**src/rtl/rank_select.sv**
```systemverilog
// rank_select: selects the rank-th smallest of N unsigned elements via odd-even transposition sort; RANK_SELECT_MINMAX_EN adds out_min/out_max
module rank_select #(
  parameter int N  = 9,
  parameter int W  = 8,
  parameter int RW = $clog2(N)
) (
  input  logic           clk,
  input  logic           rst_n,
  input  logic [N*W-1:0] inp,
  input  logic           in_valid,
  output logic           in_ready,
  input  logic [RW-1:0]  rank,
  output logic [W-1:0]   out,
  output logic           out_valid
`ifdef RANK_SELECT_MINMAX_EN
  ,
  output logic [W-1:0]   out_min,
  output logic [W-1:0]   out_max
`endif
);
  localparam int PW = $clog2(N) + 1;
  typedef enum logic [1:0] {IDLE, SORT, DONE} state_t;
  state_t          state_q, state_d;
  logic [W-1:0]    data_q [N];
  logic [W-1:0]    data_d [N];
  logic [RW-1:0]   rank_q, rank_d;
  logic [PW-1:0]   phase_q, phase_d;
  logic [W-1:0]    out_q, out_d;
  logic            out_valid_q, out_valid_d;
`ifdef RANK_SELECT_MINMAX_EN
  logic [W-1:0]    min_q, min_d, max_q, max_d;
  assign out_min = min_q;
  assign out_max = max_q;
`endif
  assign in_ready  = state_q == IDLE;
  assign out       = out_q;
  assign out_valid = out_valid_q;
  // capture on accept, one transposition phase per SORT cycle, publish the selected element from DONE
  always_comb begin
    state_d     = state_q;
    data_d      = data_q;
    rank_d      = rank_q;
    phase_d     = phase_q;
    out_d       = out_q;
    out_valid_d = 1'b0;
`ifdef RANK_SELECT_MINMAX_EN
    min_d       = min_q;
    max_d       = max_q;
`endif
    case (state_q)
      IDLE: if (in_valid) begin
        for (int i = 0; i < N; i++) data_d[i] = inp[i*W +: W];
        rank_d  = ({1'b0, rank} >= (RW+1)'(N)) ? RW'(N - 1) : rank;
        phase_d = '0;
        state_d = SORT;
      end
      SORT: begin
        for (int i = 0; i < N - 1; i++)
          if ((i % 2) == int'(phase_q[0]) && data_q[i] > data_q[i+1]) begin
            data_d[i]   = data_q[i+1];
            data_d[i+1] = data_q[i];
          end
        phase_d = phase_q + 1'b1;
        state_d = (phase_q == PW'(N - 1)) ? DONE : SORT;
      end
      DONE: begin
        out_d       = data_q[rank_q];
        out_valid_d = 1'b1;
`ifdef RANK_SELECT_MINMAX_EN
        min_d       = data_q[0];
        max_d       = data_q[N-1];
`endif
        state_d     = IDLE;
      end
      default: state_d = IDLE;
    endcase
  end
  // state and datapath registers with synchronous active-low clear
  always_ff @(posedge clk) begin
    if (!rst_n) begin
      state_q     <= IDLE;
      for (int i = 0; i < N; i++) data_q[i] <= '0;
      rank_q      <= '0;
      phase_q     <= '0;
      out_q       <= '0;
      out_valid_q <= 1'b0;
`ifdef RANK_SELECT_MINMAX_EN
      min_q       <= '0;
      max_q       <= '0;
`endif
    end else begin
      state_q     <= state_d;
      data_q      <= data_d;
      rank_q      <= rank_d;
      phase_q     <= phase_d;
      out_q       <= out_d;
      out_valid_q <= out_valid_d;
`ifdef RANK_SELECT_MINMAX_EN
      min_q       <= min_d;
      max_q       <= max_d;
`endif
    end
  end
endmodule

```
**config.mk**
```make
export PLATFORM = sky130hd
export DESIGN_NAME = rank_select
export DESIGN_NICKNAME = d
export VERILOG_FILES = /design/src/rtl/rank_select.sv
export SDC_FILE = /design/constraint.sdc
export NUM_CORES = 1
export LEC_CHECK = 0
export CORE_UTILIZATION = 55
export DETAILED_ROUTE_END_ITERATION = 6
export HOLD_SLACK_MARGIN = 0.12
export PLACE_DENSITY = 0.8
export SYNTH_ARGS = -nofsm -noshare
export SYNTH_HDL_FRONTEND = slang
export SYNTH_SLANG_ARGS = --single-unit
export TNS_END_PERCENT = 10
```
**constraint.sdc**
```tcl
create_clock -name clk -period 3.4 [get_ports clk]
set_clock_uncertainty 0.15 [all_clocks]
set_input_delay 0.68 -clock clk [delete_from_list [all_inputs] [get_ports clk]]
set_output_delay 0.68 -clock clk [all_outputs]
set_load 0.1 [all_outputs]
```
After elaboration in Yosys (flattened, before gate mapping) --
Cells that the tools add are included.
Word-level totals: flip-flop bits (word level) 92, output and inout bits 10, logic and storage cells 84
Cells by class: add/sub/neg operators 1, order comparisons 10, equal/unequal tests 13, multiplexer cells 23, bitwise operators 2, reduce and logical (&&, ||, !) cells 21
Operators with widths (count):
- $mux W16 | 11
- $pmux W72 S2 | 1
- $mux W72 | 1
- $gt A8 B8 Y1 | 8
- $bmux W8 S4 | 1
- $reduce_and A3 Y1 | 9
- $ne A3 B3 Y1 const B | 7
- $mux W8 | 2
- $pmux W5 S2 | 1
- $logic_and A1 B1 Y1 | 8
- $ne A2 B2 Y1 const B | 3
- $add A5 B1 Y5 const B | 1
- $eq A5 B4 Y1 const B | 1
- $ge A5 B5 Y1 const B | 1
- $mux W5 | 1
- $not A4 Y5 | 1
- $ge A4 B4 Y1 const B | 1
- $mux W2 | 2
- $mux W4 | 1
- $pmux W2 S2 | 1
- $reduce_and A2 Y1 | 2
- $eq A2 B1 Y1 const B | 1
- $eq A2 B2 Y1 const B | 1
- $logic_not A2 Y1 | 1
- 3 further kinds | 3

Longest topological paths before layout --
Gate-level depths: netlist of the first run.
depth in word-level cells 14, depth in mapped cells 12

Worst setup path after synthesis of the first run --
Ideal clock, no wire load.
kind register -> register, start register state_q[0], end register data_q[56] (netlist bit), setup time 0.092 ns, data arrival time 2.797 ns, required time 3.158 ns, path slack 0.360 ns, cell stages (with the launch flop) 8, path buffers 1, period minus slack after synthesis 3.040 ns, cell sequence dfxtp_1 > nor2_1 > and2_1 > clkbuf_1 > a311oi_2 > o21ai_1 > nand2_1 > o32ai_1
On the way: cells in the longest elaborated chain, start to end 3, elaborated cells between the ends (all ways) 7, those cells by class eq/ne: 3; mux: 1; reduce/logical: 3
Ends and longest elaborated chain:
- start, declared | line 23 | state_t state_q, state_d;
- start signal, assigned | line 92 | state_q <= state_d;
- $logic_not A2 Y1 *
- named net in_ready | line 11 | output logic in_ready,
- $ne A2 B2 Y1 (no source line) or $reduce_bool A2 Y1 (tied branches)
- $reduce_and A3 Y1 (no source line)
- end signal, assigned | line 93 | data_q <= data_d;
- end, declared | line 24 | logic [W-1:0] data_q [N];
The timed path passes the listed nets; every way through them passes the cells marked *. A chain may end at the register's enable or synchronous reset.

Worst setup path after layout of the first run --
start register data_q[39] (netlist bit), end register data_q[38] (netlist bit)
On the way: cells in the longest elaborated chain, start to end 4, elaborated cells between the ends (all ways) 8, those cells by class order compare: 2; eq/ne: 1; mux: 2; reduce/logical: 3
Ends and longest elaborated chain:
- $gt A8 B8 Y1 | line 59 | if ((i % 2) == int'(phase_q[0]) && data_q[i] > data_q[i+1]) begin
- $logic_and A1 B1 Y1 | line 59
- $ne A3 B3 Y1 (no source line) or $mux W16 (tied branches)
- $reduce_and A3 Y1 (no source line) or $pmux W72 S2 (tied branches)
Several ways; a longest one is shown, not always the timed one. The select of a mux whose other input is x is not followed.

==> results of run 1 <==
-- power by group through the flow --
stage	clock, mW	sequential, mW	combinational (mW)
floorplan	0	1.35	1.06
global placement	0	1.45	1.34
detailed placement	0	1.45	1.42
CTS	1.01	1.43	1.44
global route	1.06	1.46	1.62
finish	1.01	1.45	1.45
-- cells by family after synthesis --
group / Yosys count / share of synthesized area [%]
and+or+nand+nor: 203 / 14.29
DFF: 92 / 28.12
AOI/OAI and AO/OA: 279 / 28.71
muxes: 33 / 8.099
buffers and inverters: 129 / 8.176
adders and majority gates: 66 / 12.61
-- worst min-delay path, delay by kind of cell (launching register included) --
family | cells | cell delay [ns]
flops | 1 | 0.32
simple gates | 1 | 0.07
compound gates | 1 | 0.06
-- cell usage after synthesis, types with 2 or more instances --
master / count
buf_6: 4
nand3b_1: 3
mux2i_1: 17
nand2b_1: 2
o2111ai_1: 8
and2_1: 4
o21ai_0: 65
nand4_1: 7
o31ai_1: 14
a21o_1: 2
dfxtp_1: 92
a22oi_1: 2
buf_4: 2
nor3_1: 10
a222oi_1: 24
o32ai_1: 8
buf_1: 5
mux4_2: 16
nor2_1: 54
o21ai_1: 3
ha_1: 66
or3_1: 4
nand3_1: 7
and3_1: 3
nor2b_1: 5
o211ai_1: 11
clkbuf_1: 34
a32o_1: 4
nand2_1: 89
inv_1: 73
and4_1: 5
o31a_1: 2
a211oi_1: 18
a21oi_1: 79
o21ai_2: 2
o21bai_1: 3
o221ai_1: 8
buf_2: 11
a22o_1: 7
o21a_1: 3
a221oi_1: 8
-- layout make-up --
type,count,share of cell area (%)
well taps,143,2.303
repair buffers,109,13.05
inverters,73,3.527
flip-flops and latches,92,23.71
clock buffers,11,2.996
clock inverters,5,0.6764
multi-input cells,581,53.74
-- registers in the layout, summed over array words and instances (netlist names) --
signal and cells:
phase_q 5, data_q 72, state_q 2, out 8, out_valid 1, rank_q 4
-- through the flow --
| step | setup WS, ns | power (mW) | area [µm²] | cells |
|---|---|---|---|---|
| after floorplan | 0.3603 | 2.414 | 6550 | 802 |
| after global placement | 0.6525 | 2.796 | 7483 | 998 |
| after detailed placement | 0.5135 | 2.879 | 7483 | 998 |
| after CTS | 0.4819 | 3.881 | 7769 | 1014 |
| after global routing | 0.2333 | 4.136 | 7769 | 1014 |
| final | 0.4463 | 3.915 | 7769 | 1014 |
-- worst min-delay path by stage --
| stage | endpoint | cells past startpoint | slack [ns] | from |
|---|---|---|---|---|
| 4_1_cts | phase_q[4] | 2 | 0.34 | phase_q[4] |
| 2_1_floorplan | phase_q[4] | 2 | 0.30 | phase_q[4] |
| 6_report | phase_q[4] | 2 | 0.35 | phase_q[4] |
| 5_1_grt | phase_q[4] | 2 | 0.38 | phase_q[4] |
| 3_5_place_dp | phase_q[4] | 2 | 0.33 | phase_q[4] |
| 3_3_place_gp | phase_q[4] | 2 | 0.31 | phase_q[4] |
-- per-layer routing --
metal,routed length (µm),vias up
met1,8429,3114
met4,743,0
met3,2152,63
li1,-,3112
met2,9181,416
met5,0,-
==> flow_metrics.env, run 1 <==
export IMPL_synth_cells=802
export IMPL_dpl_hpwl_um=15140
export IMPL_synth_edf_count=0
export IMPL_power_switching_mw=1.502
export IMPL_power_density_nw_per_um2=504.0
export IMPL_core_area_um2=11520
export IMPL_port_buffer_count=88
export IMPL_ir_drop_uv=318.3
export IMPL_place_congestion=0.9180
export IMPL_status="complete, but fails checks"
export IMPL_clk_pin_slew_ns=0.07
export IMPL_end_kind="flip-flop"
export IMPL_final_common_cell="dfxtp_1"
export IMPL_grt_max_degree=59
export IMPL_viasPerCell=6.612
export IMPL_slew_headroom_pct=26.37
export IMPL_r2r_slack_ns=0.45
export IMPL_worst_path_max_delay_cell="o31a_1"
export IMPL_grt_busiest_layer="met2"
export IMPL_cap_violations=0
export IMPL_clockPowerShare_pct=25.8
export IMPL_cp_endpoint="data_q[38]"
export IMPL_cts_num_sinks=92
export IMPL_period_share_pct=86.87
export IMPL_drc=16
export IMPL_yosysWarnings=0
export IMPL_worstHoldPathType="reg2reg"
export IMPL_min_period_ns=2.954
export IMPL_met3_usage_pct=5.577
export IMPL_timing_rr_start="data_q[39]"
export IMPL_first_pass_iters=7
export IMPL_seq_area_um2=1842
export IMPL_slew_viol_final=0
export IMPL_path_buf_inv=2
export IMPL_cts_buffers=9
export IMPL_cp_depth=10
export IMPL_cp_max_fo=16
export IMPL_finalWirelength_um=20510
export IMPL_p_int_mw=2.413
export IMPL_seqPwrFrac_pct=37.0
export IMPL_cts_max_level=3
export IMPL_synth_top_area_share_pct=28.12
export IMPL_hold_viol_final=0
export IMPL_clock_path_buffers=2
export IMPL_crit_required_ns=3.50
export IMPL_violations="DRC"
export IMPL_drive_above_1_share_pct=8.611
export IMPL_cts_root_buf="clkbuf_16"
export IMPL_fin_nets=1011
export IMPL_yosysSeqAreaShare_pct=28.12
export IMPL_cpPeakStageDelay_ns=0.51
export IMPL_cts_setup_buffers=0
export IMPL_syn_nets=947
export IMPL_multiInputGateArea_um2=4175
export IMPL_fin_util_pct=67.46
export IMPL_worstSkewPairLatency_ns=0.36
export IMPL_path_class="reg2reg"
export IMPL_antennaDiodeCount=0
export IMPL_die_area_um2=12350
export IMPL_setup_viol=0
export IMPL_cts_hold_fix_buffers=0
export IMPL_r2r_end="data_q[38]"
export IMPL_rows=39
export IMPL_vias=6705
export IMPL_synth_area_leaders="dfxtp_1 28%, ha_1 13%, a21oi_1 6.0%, mux4_2 5.5%, nand2_1 5.1%"
export IMPL_ant_nets=0
export IMPL_critPathLaunch="data_q[39]"
export IMPL_fillers=949
export IMPL_holdWs_ns=0.3452
export IMPL_grt_pass1_wl_um=33280
export IMPL_initial_utilization_pct=56.88
export IMPL_crit_chain="inv_1 > ha_1 > nand2_1 > o21ai_0 > mux2i_1 > a211oi_2 > buf_4 > o31a_1 > nor2_1 > a311oi_1"
export IMPL_yosysUniqueCellTypes=59
export IMPL_antenna_found_initial=1
export IMPL_grt_pass1_vias=6489
export IMPL_synth_area_per_cell_um2=8.167
export IMPL_cts_resized=0
export IMPL_critPathTopFamily="compound AO/OA/AOI/OAI gates"
export IMPL_max_freq_ghz=0.3386
export IMPL_syn_area_um2=6550
export IMPL_fp_dieH_um=111.1
export IMPL_grt_util_all_layers_pct=34.22
export IMPL_worstSetupStartpointType="flip-flop"
export IMPL_p_sw_share_pct=38.37
export IMPL_synth_main_ff_cell="dfxtp_1"
export IMPL_final_cell_mix="92 x dfxtp_1, 89 x nand2_1, 79 x a21oi_1"
export IMPL_grt_met1_usage_pct=45.46
export IMPL_wl_per_cell_um=20.22
export IMPL_arrival_ns=3.06
export IMPL_worst_pin_slew_ns=1.103
export IMPL_rsz0062_at_grt="no"
export IMPL_met2_usage_pct=54.05
export IMPL_cts_tree="yes"
export IMPL_finalSetupTns_ns=0
export IMPL_gr_total_overflow=0
export IMPL_synth_top_area_cell="dfxtp_1"
export IMPL_async_flop_share_pct=0
export IMPL_die_width_um=111.1
export IMPL_area_delta_synth_final_pct=18.61
export IMPL_io_pins=89
export IMPL_combPwrFrac_pct=37.1
export IMPL_synth_seq_cells=92
export IMPL_drt_initial_drc_count=1035
export IMPL_reg2reg_depth=10
export IMPL_power_leakage_nw=3.008
No activity file was read; power rests on OpenSTA's default activity.
==> inputs of run 2 (changes only) <==
--- a/config.mk
+++ b/config.mk
@@ -12,4 +12,4 @@
 export SYNTH_ARGS = -nofsm -noshare
 export SYNTH_HDL_FRONTEND = slang
 export SYNTH_SLANG_ARGS = --single-unit
-export TNS_END_PERCENT = 10
+export TNS_END_PERCENT = 5
==> results of run 2 <==
No change in the layout: final DEF, timing and power equal those of run 1.
==> inputs of run 3 (changes only) <==
--- a/config.mk
+++ b/config.mk
@@ -7,6 +7,7 @@
 export LEC_CHECK = 0
 export CORE_UTILIZATION = 55
 export DETAILED_ROUTE_END_ITERATION = 6
+export GPL_TIMING_DRIVEN = 0
 export HOLD_SLACK_MARGIN = 0.12
 export PLACE_DENSITY = 0.8
 export SYNTH_ARGS = -nofsm -noshare
==> flow_metrics.env, run 3 (synthesis results as in run 1) <==
export IMPL_slew_headroom_pct=34.36
export IMPL_dpl_hpwl_um=17130
export IMPL_cp_max_fo=10
export IMPL_path_class="reg2reg"
export IMPL_grt_pass1_wl_um=35590
export IMPL_rsz0062_at_grt="no"
export IMPL_critPathTopFamily="simple AND/OR/NAND/NOR gates"
export IMPL_largest_reg_flops=72
export IMPL_cts_root_buf="clkbuf_16"
export IMPL_r2r_slack_ns=0.24
export IMPL_crit_required_ns=3.47
export IMPL_antenna_found_initial=0
export IMPL_crit_chain="inv_1 > ha_1 > nand4_1 > or3_4 > and2_4 > a32oi_2 > buf_4 > nor3_1 > a221oi_1 > a211oi_1"
export IMPL_drt_initial_drc_count=959
export IMPL_postPlaceCellArea_um2=7610
export IMPL_cap_violations=0
export IMPL_arrival_ns=3.23
export IMPL_cts_max_level=3
export IMPL_clock_path_buffers=2
export IMPL_hold_depth=2
export IMPL_ir_drop_uv=380.7
export IMPL_worst_path_max_delay_cell="dfxtp_1"
export IMPL_power_density_nw_per_um2=501.5
export IMPL_regMostFlops="data_q"
export IMPL_port_buffer_count=88
export IMPL_rows=39
export IMPL_drc=16
export IMPL_area_delta_synth_final_pct=20.52
export IMPL_grt_pass1_vias=6689
export IMPL_die_width_um=111.1
export IMPL_place_ws_ns=0.3304
export IMPL_final_cell_area_um2=7894
export IMPL_worstHoldPathType="reg2reg"
export IMPL_path_buf_inv=2
export IMPL_max_freq_ghz=0.3163
export IMPL_grt_max_degree=16
export IMPL_die_area_um2=12350
export IMPL_power_leakage_nw=3.009
export IMPL_ant_nets=0
export IMPL_finalSetupTns_ns=0
export IMPL_cpPeakStageDelay_ns=0.62
export IMPL_io_pins=89
export IMPL_finalWirelength_um=22660
export IMPL_antennaDiodeCount=0
export IMPL_cts_setup_buffers=0
export IMPL_min_period_ns=3.161
export IMPL_final_common_cell="dfxtp_1"
export IMPL_end_kind="flip-flop"
export IMPL_final_cell_mix="92 x dfxtp_1, 89 x nand2_1, 88 x clkdlybuf4s50_1"
export IMPL_fin_nets=1046
export IMPL_violations="DRC"
export IMPL_clk_pin_slew_ns=0.06
export IMPL_dp_cells=1033
export IMPL_worst_slack_ns=0.2388
export IMPL_cts_tree="yes"
export IMPL_min_delay_worst_endpoint="data_q[48]"
export IMPL_hold_start="data_q[48]"
export IMPL_vias=7007
export IMPL_drive_above_1_share_pct=6.630
export IMPL_core_area_um2=11520
export IMPL_fp_dieH_um=111.1
export IMPL_setup_viol=0
export IMPL_reg2reg_depth=10
export IMPL_viasPerCell=6.686
export IMPL_period_share_pct=92.98
export IMPL_cts_buffers=9
export IMPL_slew_viol_final=0
export IMPL_timing_rr_start="data_q[45]"
export IMPL_worstSkewPairLatency_ns=0.36
export IMPL_cts_hold_fix_buffers=0
export IMPL_stdcell_count=1048
export IMPL_worstSetupStartpointType="flip-flop"
export IMPL_status="complete, but fails checks"
export IMPL_first_pass_iters=7
export IMPL_gr_total_overflow=0
export IMPL_initial_utilization_pct=56.88
export IMPL_wl_per_cell_um=21.63
export IMPL_r2r_end="data_q[41]"
export IMPL_worst_pin_slew_ns=0.9815
export IMPL_hold_viol_final=0
export IMPL_grt_util_all_layers_pct=37.12
export IMPL_cts_num_sinks=92
export IMPL_place_congestion=0.9759
==> run 3: worst max-delay path by stage <==
stage                       endpoint  slack [ns]  cells after the start        from
after floorplan           data_q[56]        0.36                      7  state_q[0]
after global placement    data_q[63]        0.33                      8    in_valid
after detailed placement  data_q[36]        0.33                     10  data_q[37]
after CTS                 data_q[36]        0.31                     10  data_q[37]
after global routing      data_q[37]        0.09                     10  data_q[37]
final                     data_q[41]        0.24                     10  data_q[45]
==> run 3: layout make-up <==
| cell class | instances | area [µm²] |
|---|---|---|
| clock inverters | 4 | 33.78 |
| fillers | 993 | 3622 |
| clock buffers | 11 | 242.7 |
| repair buffers | 88 | 880.8 |
| inverters | 73 | 274.0 |
| flip-flops and latches | 92 | 1842 |
| plain buffers | 56 | 261.5 |
| multi-input cells | 581 | 4180 |
| well taps | 143 | 178.9 |
==> run 3: metal layers <==
metal  vias up  wire length, µm  GRT usage, %
met1      3291             9187         49.76
li1       3193                -             -
met3        73             2485         6.780
met4         0              757         15.14
met5         -                0             0
met2       450            10230         58.99
==> run 3: where the power goes <==
group,internal [mW],switching (mW)
Combinational,0.649,0.851
Sequential,1.21,0.279
Clock,0.517,0.452
==> run 3: what timing repair did <==
action	in CTS	in global routing
setup endpoints to repair	0	2
hold endpoints to repair	0	0
gates resized for setup	0	1
==> run 3: through the flow <==
| step | hold WS, ns | power, mW | util (%) |
|---|---|---|---|
| 2_1_floorplan | 0.3024 | 2.414 | - |
| 3_3_place_gp | 0.3174 | 2.857 | 66.08 |
| 3_5_place_dp | 0.3487 | 2.934 | 66.08 |
| 4_1_cts | 0.3577 | 3.885 | 68.48 |
| 5_1_grt | 0.3882 | 4.160 | 68.55 |
| 6_report | 0.3659 | 3.958 | 68.55 |
==> run 3: tightest hold or removal path, delay by kind of cell (launching register included) <==
family        cells  cell delay, ns
simple gates      1            0.07
flops             1            0.34
mux               1            0.05
